<file path="src/rtl/touch_pulse_gen_if.sv">
// touch_pulse_gen_if: start/press_num request and touch_out/busy/done status of the touch pulse generator
interface touch_pulse_gen_if #(parameter int NUM_W = 4);
  logic             start;
  logic [NUM_W-1:0] press_num;
  logic             touch_out;
  logic             busy;
  logic             done;
  modport master (output start, press_num, input touch_out, busy, done);
  modport slave  (input start, press_num, output touch_out, busy, done);
endinterface

</file>
<file path="src/rtl/touch_pulse_gen.sv">
// touch_pulse_gen: bursts of synthetic active-low touch presses; contact bounce emulation enabled by TOUCH_PULSE_GEN_BOUNCE_EN
module touch_pulse_gen #(
  parameter int CNT_W     = 16,
  parameter int PRESS_CYC = 50,
  parameter int GAP_CYC   = 50,
  parameter int NUM_W     = 4
) (
  input logic              sys_clk,
  input logic              sys_rst_n,
  touch_pulse_gen_if.slave bus
);
  typedef enum logic [1:0] {IDLE, PRESS, GAP} state_t;
  localparam logic [CNT_W-1:0] PRESS_LAST = CNT_W'(PRESS_CYC - 1);
  localparam logic [CNT_W-1:0] GAP_LAST   = CNT_W'(GAP_CYC - 1);
  state_t           state, state_n;
  logic [CNT_W-1:0] cnt, cnt_n, cnt_inc;
  logic [NUM_W-1:0] rem, rem_n;
  logic             touch_q, touch_n, busy_q, busy_n, done_q, done_n, bounce_lvl;
  assign cnt_inc = cnt + CNT_W'(1);
`ifdef TOUCH_PULSE_GEN_BOUNCE_EN
  // level for the upcoming press cycle: high on cnt 1 and 3 gives 0,1,0,1 then steady low
  assign bounce_lvl = (cnt_inc == CNT_W'(1)) || (cnt_inc == CNT_W'(3));
  if (PRESS_CYC < 8) begin : g_bad_cfg
    $error("touch_pulse_gen: PRESS_CYC must be >= 8 when bounce emulation is enabled");
  end
`else
  assign bounce_lvl = 1'b0;
`endif
  assign bus.touch_out = touch_q;
  assign bus.busy      = busy_q;
  assign bus.done      = done_q;
  always_ff @(posedge sys_clk or negedge sys_rst_n)
    if (!sys_rst_n) begin
      state   <= IDLE;
      cnt     <= '0;
      rem     <= '0;
      touch_q <= 1'b1;
      busy_q  <= 1'b0;
      done_q  <= 1'b0;
    end else begin
      state   <= state_n;
      cnt     <= cnt_n;
      rem     <= rem_n;
      touch_q <= touch_n;
      busy_q  <= busy_n;
      done_q  <= done_n;
    end
  always_comb begin
    state_n = state;
    cnt_n   = cnt;
    rem_n   = rem;
    touch_n = touch_q;
    busy_n  = busy_q;
    done_n  = 1'b0;
    case (state)
      IDLE:
        if (bus.start) begin
          if (bus.press_num != '0) begin
            state_n = PRESS;
            rem_n   = bus.press_num;
            touch_n = 1'b0;
            busy_n  = 1'b1;
            cnt_n   = '0;
          end else done_n = 1'b1;
        end
      PRESS:
        if (cnt == PRESS_LAST) begin
          state_n = GAP;
          cnt_n   = '0;
          rem_n   = rem - NUM_W'(1);
          touch_n = 1'b1;
        end else begin
          cnt_n   = cnt_inc;
          touch_n = bounce_lvl;
        end
      GAP:
        if (cnt == GAP_LAST) begin
          cnt_n   = '0;
          state_n = rem != '0 ? PRESS : IDLE;
          touch_n = rem == '0;
          busy_n  = rem != '0;
          done_n  = rem == '0;
        end else cnt_n = cnt_inc;
      default: state_n = IDLE;
    endcase
  end
endmodule

</file>
<file path="src/flat_wrapper.sv">
// flat-port wrapper written by rule: the top's interface ports become plain ports
module touch_pulse_gen_flat 
#(
  parameter int CNT_W     = 16,
  parameter int PRESS_CYC = 50,
  parameter int GAP_CYC   = 50,
  parameter int NUM_W     = 4
)
  (sys_clk, sys_rst_n, bus_start, bus_press_num, bus_touch_out, bus_busy, bus_done);
  touch_pulse_gen_if #(.NUM_W(NUM_W)) bus_i ();
  input logic sys_clk;
  input logic sys_rst_n;
  input wire logic [$bits(bus_i.start)-1:0] bus_start;
  input wire logic [$bits(bus_i.press_num)-1:0] bus_press_num;
  output wire logic [$bits(bus_i.touch_out)-1:0] bus_touch_out;
  output wire logic [$bits(bus_i.busy)-1:0] bus_busy;
  output wire logic [$bits(bus_i.done)-1:0] bus_done;
  assign bus_i.start = bus_start;
  assign bus_i.press_num = bus_press_num;
  assign bus_touch_out = bus_i.touch_out;
  assign bus_busy = bus_i.busy;
  assign bus_done = bus_i.done;
  touch_pulse_gen #(.CNT_W(CNT_W), .PRESS_CYC(PRESS_CYC), .GAP_CYC(GAP_CYC), .NUM_W(NUM_W)) u_core (.sys_clk(sys_clk), .sys_rst_n(sys_rst_n), .bus(bus_i));
endmodule
</file>
<file path="config.mk">
export PLATFORM = sky130hd
export DESIGN_NAME = touch_pulse_gen_flat
export DESIGN_NICKNAME = d
export VERILOG_FILES = /design/src/rtl/touch_pulse_gen_if.sv /design/src/rtl/touch_pulse_gen.sv /design/src/flat_wrapper.sv
export SDC_FILE = /design/constraint.sdc
export NUM_CORES = 1
export LEC_CHECK = 0
export CORE_MARGIN = 2
export CORE_UTILIZATION = 59
export DETAILED_ROUTE_END_ITERATION = 10
export PLACE_DENSITY_LB_ADDON = 0.05
export SLEW_MARGIN = 30
export SYNTH_ARGS = -nofsm -noshare
export SYNTH_HDL_FRONTEND = slang
export SYNTH_SLANG_ARGS = --single-unit
</file>
<file path="constraint.sdc">
create_clock -name sys_clk -period 3.35 [get_ports sys_clk]
set_input_delay 0.8375 -clock sys_clk [delete_from_list [all_inputs] [get_ports sys_clk]]
set_output_delay 0.8375 -clock sys_clk [all_outputs]
set_load 0.01 [all_outputs]
</file>
==> metrics <==
Die W 58.0 µm; Final nets 215; DR iter-0 viols 92; Power Dens Cells 792 nW/µm²; most frequent cell after synthesis dfrtp_1; # DRC 0; GRT Overall Usage 0.249; final setup TNS 0 ns; Pleak 0.000754 µW; Filler cells 227; IO Port Bufs 9; syn_area_per_cell 9.06 µm²; r2r worst-path depth 6; Final min period 2.67 ns; Yosys top cell area share 0.349; sequential cell area fraction in the yosys report 0.364; critical path cell sequence inv_1 > ha_1 > or4b_1 > or4_1 > a211oi_1 > mux2_1; vias per cell 6.68; # clock sinks 25; Synth Warn # 0; Max H-tree Level 1; outcome completed; # setup viols final 0; clock tree buffer depth 2; Layout area overhead 8.14%; hold buffer count at CTS 0; Worst EP arrival 2.94 ns; launching point of the worst reg2reg path u_core.cnt[1]$_DFFE_PN0P_; Worst Hold Class flip-flop to flip-flop; antenna viol nets, final 0; top post-synthesis cells by count dfrtp_1, nand2_1, inv_1, nor2_1, ha_1; Routed WL 3790 µm; top_reg_cell synth dfrtp_1; root buf cell clkbuf_4; maximum VDD drop 0.546 mV; final RePlAce weighted congestion 0.849; first-pass GRT wire length 6530 µm; crit path max fanout 16; post_cts resized 0; Min-Delay Startpoint u_core.cnt[15]$_DFFE_PN0P_; Netlist cell types 53; TritonRoute pass-1 iters 4; die height 58.0 µm; initial antenna violation count 0; Critical Path RT 3.62 ns; Buf/Inv on CP 1; Top-Level Pins 10; DR WL/cell 16.6 µm; later-pin clock latency in the skew report 0.33 ns; fin crit share 0.797; slowest cell delay on critical path 0.78 ns; worst hold path depth 1; Worst-Margin Slew 0.559 ns; layout cells sized above 1 0.0909; core region area 2760 µm²; crit path launch u_core.cnt[1]$_DFFE_PN0P_; Max Fclk 375 MHz; Slowest-stage cell, CP or4_1; RSZ-0062 raised after global routing false; MaxCap Viol Count 0; post-synthesis cell count 190; Setup Crit Path Kind flip-flop to flip-flop; Inserted Clock Buffers 3; largest net degree at the start of global routing 26; CTS tree yes; Worst R2R Setup Slack 0.68 ns; EDFF count, synth 0; Setup Skew 0.00908 ns; ANT cells 0; placement row count 19; FF+latch count, synth 25; Setup Fix Bufs, Post-CTS 0; relative slew slack 0.627; Cell Area, Synth 1720 µm²; full die area 3370 µm²; syn nets 206; Synth area leaders dfrtp_1, ha_1, nand2_1, or4_1, inv_1; Worst Setup Start Kind flip-flop; CP Depth 6; vias in the first global route 1454; crit path capture type flip-flop; final global-route overflow total 0; Yosys top cell by area dfrtp_1; Initial Utilization 0.624; Placed Cells 225; CTS clk-pin slew, worst paths 0.14 ns; DP Wirelength 2660 µm; fin. max-slew vios 0; via count 1530; Crit path max-delay family simple AND/OR/NAND/NOR gates; final hold vios 0; ys async rst share 1.00; fin cells 229
-- through the flow --
stage	util	hold WS (ns)	cell area (µm²)	setup WS, ns	power (µW)
detailed placement	0.665	0.508	1830	0.626	1330
finish	0.675	0.529	1860	0.682	1470
CTS	0.675	0.541	1860	0.656	1480
global route	0.675	0.574	1860	0.482	1600
global placement	0.665	0.508	1830	0.676	1300
floorplan	-	0.473	1720	1.04	1100
-- cells in the final DEF (no fill, tap or decap), types with 4 or more instances in the layout --
cell / count
dfrtp_1: 24
nand2_1: 16
inv_1: 11
nor2_1: 11
ha_1: 9
clkdlybuf4s50_1: 9
o21ai_0: 8
a21oi_1: 8
nand3_1: 7
or4_1: 6
or3_1: 5
nor3b_1: 5
nor3_1: 5
nand4_1: 5
nor4_1: 5
o21a_1: 4
buf_4: 4
-- sequential cells by signal, summed over array words and instances, names as in the netlist --
register,flops
u_core.bus.busy,1
u_core.bus.done,1
u_core.bus.touch_out,1
u_core.cnt,16
u_core.rem,4
u_core.state,2
-- power breakdown --
| part | leakage, µW | internal [µW] | switching [µW] |
|---|---|---|---|
| clock | 0.0000177 | 44.8 | 94.0 |
| sequential | 0.000323 | 384 | 107 |
| combinational | 0.000413 | 353 | 491 |
| total | 0.000754 | 783 | 692 |
-- final timing paths --
path | end
max | u_core.bus.touch_out$_DFFE_PN1P_
min | u_core.cnt[15]$_DFFE_PN0P_
max reg2reg | u_core.bus.touch_out$_DFFE_PN1P_
min reg2reg | u_core.cnt[15]$_DFFE_PN0P_
max in group asynchronous | u_core.bus.touch_out$_DFFE_PN1P_
min in group asynchronous | u_core.cnt[2]$_DFFE_PN0P_
-- worst register-to-register path: stages (launching register included) --
cell and delay, ns:
dfrtp_1 0.44, inv_1 0.09, ha_1 0.13, or4b_1 0.47, or4_1 0.78, a211oi_1 0.36, mux2_1 0.35
-- cell type report --
class                      count  area [µm²]  area share
multi-input combinational    145        1010       0.541
sequential                    25         627       0.337
timing repair buffer          13         120      0.0645
inverter                      11        41.3      0.0222
tap                           31        38.8      0.0208
clock buffer                   3        22.5      0.0121
clock inverter                 1        5.00     0.00269
-- kinds of logic (layout without fill, tap and decap cells) --
kind of cell,Yosys count,count (layout),share of synthesized area
mux,6,6,0.0378
flops,25,25,0.364
buf+inv,20,28,0.0552
xor+xnor,1,1,0.00509
simple gates,77,77,0.251
compound gates,52,52,0.221
fa+ha+maj,9,9,0.0654
-- per-layer routing --
metal	wire length, µm	global-route usage	vias up
met4	43	0.116	0
met2	1880	0.433	51
met5	0	0	-
met3	200	0.0223	4
met1	1670	0.313	733
li1	-	-	742
Power figures use the tool's default switching activity.
